[config.mk]
export PLATFORM = sky130hd
export DESIGN_NAME = lcd_cmd_issuer
export DESIGN_NICKNAME = d
export VERILOG_FILES = /design/src/rtl/lcd_cmd_issuer.sv
export SDC_FILE = /design/constraint.sdc
export NUM_CORES = 1
export LEC_CHECK = 0
export BUFFER_PORTS_ARGS = -buffer_cell sky130_fd_sc_hd__clkbuf_2
export CORE_MARGIN = 2
export CORE_UTILIZATION = 30
export DETAILED_ROUTE_END_ITERATION = 8
export PLACE_DENSITY_LB_ADDON = 0.25
export SLEW_MARGIN = 15
export SYNTH_ARGS = -nofsm -noshare
export SYNTH_HDL_FRONTEND = slang
export SYNTH_SLANG_ARGS = --single-unit
[constraint.sdc]
create_clock -name clk -period 4.94 [get_ports clk]
set_clock_uncertainty 0.15 [all_clocks]
set_input_delay 0.741 -clock clk [delete_from_list [all_inputs] [get_ports clk]]
set_output_delay 0.741 -clock clk [all_outputs]
set_load 0.05 [all_outputs]
[src/rtl/lcd_cmd_issuer.sv]
// Command front-end for the image display controller: filters host opcodes,
// buffers legal ones in a circular FIFO and issues each once when the controller is idle.
//
// state  | meaning
// IDLE   | wait for a buffered opcode and busy low, then pop and strobe
// STROBE | cmd_valid high for exactly one cycle, busy ignored
// ACK    | wait for busy high as acceptance of the last strobe
// FINISH | terminal write issued; latch done into seq_done until reset
module lcd_cmd_issuer #(
    parameter int DEPTH = 8,
    parameter int CW    = 4
) (
    input  logic                       clk,
    input  logic                       reset,
    input  logic [CW-1:0]              host_cmd,
    input  logic                       host_valid,
    output logic                       host_ready,
    input  logic                       busy,
    input  logic                       done,
    output logic [CW-1:0]              cmd,
    output logic                       cmd_valid,
    output logic [$clog2(DEPTH):0]     fifo_count,
    output logic                       err_illegal,
    output logic                       seq_done
);

    localparam int AW = $clog2(DEPTH);
    localparam logic [AW:0] FULL_CNT = (AW+1)'(DEPTH);
    localparam logic [CW-1:0] LAST_LEGAL = CW'(11);
    localparam logic [CW-1:0] OP_WRITE = '0;

    typedef enum logic [1:0] {
        IDLE   = 2'd0,
        STROBE = 2'd1,
        ACK    = 2'd2,
        FINISH = 2'd3
    } state_t;

    state_t         state;
    logic [CW-1:0]  mem [DEPTH];
    logic [AW-1:0]  wr_ptr;
    logic [AW-1:0]  rd_ptr;
    logic [AW:0]    count;
    logic           term_q;

    logic full, empty, handshake, legal, push, pop;

    assign full       = (count == FULL_CNT);
    assign empty      = (count == '0);
    assign host_ready = !full && !term_q;
    assign handshake  = host_valid && host_ready;
    assign legal      = (host_cmd <= LAST_LEGAL);
    assign push       = handshake && legal;
    assign pop        = (state == IDLE) && !empty && !busy;
    assign fifo_count = count;

    always_ff @(posedge clk or negedge reset) begin
        if (!reset) begin
            wr_ptr      <= '0;
            rd_ptr      <= '0;
            count       <= '0;
            term_q      <= 1'b0;
            err_illegal <= 1'b0;
            for (int i = 0; i < DEPTH; i++) mem[i] <= '0;
        end else begin
            err_illegal <= handshake && !legal;
            if (push) begin
                mem[wr_ptr] <= host_cmd;
                wr_ptr      <= wr_ptr + 1'b1;
                if (host_cmd == OP_WRITE) term_q <= 1'b1;
            end
            if (pop) rd_ptr <= rd_ptr + 1'b1;
            case ({push, pop})
                2'b10:   count <= count + 1'b1;
                2'b01:   count <= count - 1'b1;
                default: count <= count;
            endcase
        end
    end

    always_ff @(posedge clk or negedge reset) begin
        if (!reset) begin
            state     <= IDLE;
            cmd       <= '0;
            cmd_valid <= 1'b0;
            seq_done  <= 1'b0;
        end else begin
            case (state)
                IDLE: begin
                    if (pop) begin
                        cmd       <= mem[rd_ptr];
                        cmd_valid <= 1'b1;
                        state     <= STROBE;
                    end
                end
                STROBE: begin
                    cmd_valid <= 1'b0;
                    state     <= (cmd == OP_WRITE) ? FINISH : ACK;
                end
                ACK: begin
                    if (busy) state <= IDLE;
                end
                FINISH: begin
                    if (done) seq_done <= 1'b1;
                end
                default: state <= IDLE;
            endcase
        end
    end

endmodule

==> results of run 1 <==
layout make-up:
class	instances	area (sq um)	share of cell area
sequential	52	1300	0.458
multi-input combinational	137	1210	0.428
tap	105	131	0.0463
timing repair buffer	21	108	0.0379
clock buffer	6	72.6	0.0256
inverter	2	7.51	0.00264
clock inverter	1	5.00	0.00176
power breakdown:
group	leakage [nW]	internal, mW	total (mW)	switching (mW)
sequential	0.636	0.622	0.831	0.209
clock	0.0410	0.0968	0.231	0.135
combinational	0.539	0.363	0.765	0.402
metrics by stage:
stage | area (sq um) | hold slack, ns | instances | power [mW]
finish | 2840 | 0.322 | 324 | 1.83
detailed placement | 2760 | 0.308 | 317 | 1.61
global route | 2840 | 0.345 | 324 | 1.95
global placement | 2760 | 0.304 | 317 | 1.59
CTS | 2840 | 0.329 | 324 | 1.85
floorplan | 2590 | 0.295 | 204 | 1.43
per-layer routing:
metal,wire length [microns],share of wire,vias up
met5,0,0,-
met4,46,0.0090,0
met3,147,0.029,5
met2,2360,0.46,23
met1,2580,0.50,784
li1,-,-,765
final timing paths:
| check | startpoint | to |
|---|---|---|
| max in group asynchronous | reset | state[0] |
| worst min-delay path | seq_done | seq_done |
| worst max-delay path | fifo_count[1] | fifo_count[2] |
| worst min register to register | seq_done | seq_done |
| worst max register to register | fifo_count[1] | fifo_count[2] |
| min in group asynchronous | reset | mem[19] |
flip-flops by register name, indices dropped and copies added, names as in the netlist:
name	cells
rd_ptr	3
mem	32
cmd	4
term_q	1
seq_done	1
fifo_count	4
wr_ptr	3
cmd_valid	1
state	2
err_illegal	1
critical path: stages, from the launching register on:
cell and delay, ns:
dfrtp_1 0.49, nor4_1 0.43, or4_1 0.40, inv_1 0.16, ha_1 0.28, xor2_1 0.16, ha_1 0.18, a21oi_1 0.15
xor2_1 0.16, nor2_1 0.06, xor2_1 0.14
layout by cell type (no fill, tap or decap), types with 6 or more instances in the layout:
cell / count
mux4_2: 8
o21ai_0: 7
mux2_4: 10
nand2_1: 14
nor2_1: 20
xnor2_1: 6
dfrtp_1: 52
clkbuf_2: 20
o22a_1: 16
cell families (layout without fill, tap and decap cells):
kind of cell / Yosys count / count (layout) / share of synthesized area
AOI/OAI and AO/OA: 29 / 29 / 0.0836
xor gates and xnor gates: 9 / 9 / 0.0304
adders and majority gates: 5 / 5 / 0.0242
buffers and inverters: 15 / 30 / 0.0290
DFF: 52 / 52 / 0.502
muxes: 30 / 30 / 0.178
and+or+nand+nor: 64 / 64 / 0.153
==> flow_metrics.env, run 1 <==
export IMPL_postRouteAntennaNets=0
export IMPL_gr_usage_met2=0.178
export IMPL_hpwl_microns=3480
export IMPL_ys_seq_elements=52
export IMPL_yosys_warnings=0
export IMPL_nets=233
export IMPL_io_pins=21
export IMPL_endpoint_kind="register"
export IMPL_start_kind="register"
export IMPL_grt_overflow=0
export IMPL_track_usage=0.114
export IMPL_rows=33
export IMPL_drive_above_1_share=0.288
export IMPL_crit_fanout=12
export IMPL_max_cap_violations=0
export IMPL_synth_top_cell_area_share=0.502
export IMPL_preCtsSetupSlack_ns=1.85
export IMPL_antenna_found_initial=0
export IMPL_finalSetupTns_ns=0
export IMPL_utilization=0.342
export IMPL_diodes=0
export IMPL_die_height_microns=96.9
export IMPL_die_w_microns=96.9
export IMPL_drv_slew=0
export IMPL_ys_types=40
export IMPL_coreArea_sq_um=8300
export IMPL_cts_hold_fix_buffers=0
export IMPL_required_ns=4.97
export IMPL_hold_depth=1
export IMPL_async_reset_ff_frac=1.00
export IMPL_io_buffers=20
export IMPL_syn_area_sq_um=2590
export IMPL_synth_flop_cell="dfrtp_1"
export IMPL_first_pass_iters=4
export IMPL_fmaxAchievable_ghz=0.346
export IMPL_finalHoldViolCount=0
export IMPL_postCtsSetupRepairBufs=0
export IMPL_maxSlewHeadroom=0.548
export IMPL_synthTopCellsByArea="dfrtp_1, mux4_2, mux2_4"
export IMPL_clk_pin_slew_worst_paths_ns=0.09
export IMPL_fin_ws_ns=2.05
export IMPL_dr_total_vias=1577
export IMPL_yosysMostFrequentCell="dfrtp_1"
export IMPL_grt_max_degree=53
export IMPL_initial_core_util=0.312
export IMPL_first_iter_violations=52
export IMPL_clkSinkCount=52
export IMPL_via_per_inst=4.87
export IMPL_root_buffer="clkbuf_8"
export IMPL_r2r_setup_slack_ns=2.05
export IMPL_post_drt_wl_per_cell_microns=15.8
export IMPL_synth_area_leader_cell="dfrtp_1"
export IMPL_place_gp_congestion=0.767
export IMPL_cts_inserted_buffers=5
export IMPL_area_growth_synth_to_final_pct=9.61
export IMPL_synthTopCellsByCount="dfrtp_1, nor2_1, o22a_1"
export IMPL_totalWireLength_microns=5130
export IMPL_worst_setup_path_type="register to register"
export IMPL_cts_tree="done"
export IMPL_p_per_area_nw_per_um2=644
export IMPL_hold_path_class="register to register"
export IMPL_min_period_ns=2.89
export IMPL_busiest_layer="met2"
export IMPL_avgSynthCellArea_sq_um=12.7
export IMPL_synthCells=204
export IMPL_die_area_sq_um=9390
export IMPL_route_detailed_drc=0
export IMPL_tightest_slew_ns=0.678
export IMPL_fill_cells=816
export IMPL_cts_buffer_depth=2
export IMPL_r2r_cells=10
export IMPL_gr_usage_met1=0.159
export IMPL_setup_viol=0
export IMPL_cts_resized=0
export IMPL_post_route_period_util=0.585
export IMPL_cp_arrival_ns=2.92
export IMPL_grt_util_met3=0.0260
export IMPL_worstSkewPairLatency_ns=0.30
export IMPL_htree_levels=2
export IMPL_power_leakage_nw=1.22
export IMPL_synth_edf_count=0
export IMPL_grt_pass1_vias=1609
export IMPL_syn_nets=218
export IMPL_rsz0062_at_grt="false"
export IMPL_synth_seq_area_share=0.502
export IMPL_ir_worst_vdd_mv=0.171
export IMPL_outcome="finished, final reports clean"
export IMPL_grt_pass1_wl_microns=8490
(Power assumes the default switching activity.)
==> run 2, diff against run 1 <==
clock period = 2.4 ns   (was 4.94 ns; I/O delays follow)
==> run 2 against run 1 <==
- die area is the same
- combinational power increased by 140%
- final cell count up 5.2%
- clock power grew to 2.6 times the previous value
- largest cell class unchanged
- maximum frequency rose by 27%
- largest power group is now combinational logic
- critical path depth is 1 lower
- wire length up 2.4%
- hold slack lost 0.19 ns
- design area increased by 6.7%
- highest routed layer unchanged
- critical endpoint unchanged
==> flow_metrics.env, run 2 (synthesis results as in run 1) <==
export IMPL_outcome="finished, final reports clean"
export IMPL_ir_worst_vdd_mv=0.321
export IMPL_whs_ns=0.129
export IMPL_layout_common_cells="dfrtp_1, nor2_1, clkbuf_2"
export IMPL_die_w_microns=96.9
export IMPL_clkSinkCount=52
export IMPL_area_growth_synth_to_final_pct=16.9
export IMPL_drv_slew=0
export IMPL_final_common_cell="dfrtp_1"
export IMPL_post_drt_wl_per_cell_microns=15.4
export IMPL_cts_buffer_depth=2
export IMPL_regArea_sq_um=1310
export IMPL_io_pins=21
export IMPL_fill_cells=805
export IMPL_finalHoldViolCount=0
export IMPL_io_buffers=20
export IMPL_cp_arrival_ns=2.36
export IMPL_grt_pass1_wl_microns=9100
export IMPL_postRouteAntennaNets=0
export IMPL_first_pass_iters=4
export IMPL_r2r_cells=9
export IMPL_coreArea_sq_um=8300
export IMPL_track_usage=0.120
export IMPL_rows=33
export IMPL_fmaxAchievable_ghz=0.440
export IMPL_place_gp_congestion=0.745
export IMPL_fin_cells=341
export IMPL_via_per_inst=4.76
export IMPL_dr_wl_met3_microns=143
export IMPL_first_iter_violations=42
export IMPL_cts_tree="done"
export IMPL_hpwl_microns=3800
export IMPL_route_detailed_drc=0
export IMPL_design_area_sq_um=3030
export IMPL_setup_viol=0
export IMPL_power_total_mw=4.05
export IMPL_p_per_area_nw_per_um2=1340
export IMPL_cts_inserted_buffers=5
export IMPL_crit_fanout=3
export IMPL_clk_pin_slew_worst_paths_ns=0.10
export IMPL_diodes=0
export IMPL_endpoint_kind="register"
export IMPL_grt_pass1_vias=1786
export IMPL_nets=249
export IMPL_wl_met1_microns=2460
export IMPL_start_kind="register"
export IMPL_hold_depth=3
export IMPL_max_cap_violations=0
export IMPL_largest_register="mem"
export IMPL_die_area_sq_um=9390
export IMPL_post_place_cells=332
export IMPL_drive_above_1_share=0.373
export IMPL_hold_path_class="primary input to register"
export IMPL_tightest_slew_ns=0.590
export IMPL_wl_met2_microns=2610
export IMPL_required_ns=2.48
export IMPL_die_height_microns=96.9
export IMPL_largest_register_ffs=32
export IMPL_power_leakage_nw=1.30
export IMPL_root_buffer="clkbuf_8"
export IMPL_maxSlewHeadroom=0.607
export IMPL_antenna_found_initial=0
export IMPL_highest_layer="met4"
export IMPL_placed_area_sq_um=2890
export IMPL_min_period_ns=2.27
export IMPL_post_route_period_util=0.947
export IMPL_totalWireLength_microns=5250
export IMPL_grt_overflow=0
export IMPL_worst_setup_path_type="register to register"
export IMPL_grt_max_degree=24
export IMPL_worstSkewPairLatency_ns=0.30
export IMPL_multi_input_area_sq_um=1250
export IMPL_htree_levels=2
export IMPL_initial_core_util=0.312
export IMPL_dr_total_vias=1624
[run 2: path summary, 6_finish.rpt]
kind,startpoint,endpoint,slack [ns]
max in group asynchronous,reset,fifo_count[3],1.02
max reg2reg,fifo_count[0],fifo_count[2],0.13
max,fifo_count[0],fifo_count[2],0.13
min in group asynchronous,reset,mem[11],0.43
min reg2reg,seq_done,seq_done,0.32
min,host_valid,err_illegal,0.13
[run 2: area by class of cell]
class | count | area share
Sequential cell | 52 | 0.431
Multi-Input combinational cell | 137 | 0.412
Timing Repair Buffer | 37 | 0.0760
Tap cell | 105 | 0.0434
Clock buffer | 6 | 0.0240
Clock inverter | 2 | 0.0116
Inverter | 2 | 0.00248
[run 2: power by group]
| part | internal (mW) | switching [mW] |
|---|---|---|
| logic | 0.873 | 0.946 |
| registers | 1.29 | 0.339 |
| clock network | 0.310 | 0.290 |
| total | 2.47 | 1.58 |
[run 2: repair_timing]
action | CTS | global route
gates resized for setup | 0 | 4
buffers inserted | 0 | 0
hold buffers | 1 | 0
hold endpoints to repair | 21 | 0
setup endpoints to repair | 0 | 1
[run 2: critical path, cell delays in order, from the launching register on]
cell and delay [ns]:
dfrtp_2 0.43, or4b_4 0.58, nand3_4 0.11, ha_4 0.15, xor2_2 0.14, ha_2 0.19
a21oi_2 0.04, xor2_1 0.16, nor2_1 0.11, xor2_1 0.15
[run 2: metal layers]
layer / up-vias / track usage
met5: - / 0
met4: 0 / 0.0325
met3: 2 / 0.0267
met2: 18 / 0.204
met1: 807 / 0.156
li1: 797 / -
[run 2: through the flow]
step / setup TNS [ns] / worst slack [ns] / utilization
after global placement: 0 / 0.0656 / 0.349
after detailed placement: -0.00626 / -0.00626 / 0.349
after floorplan: -0.317 / -0.167 / -
final: 0 / 0.127 / 0.365
after CTS: 0 / 0.0469 / 0.363
after global routing: -0.000268 / -0.000268 / 0.365
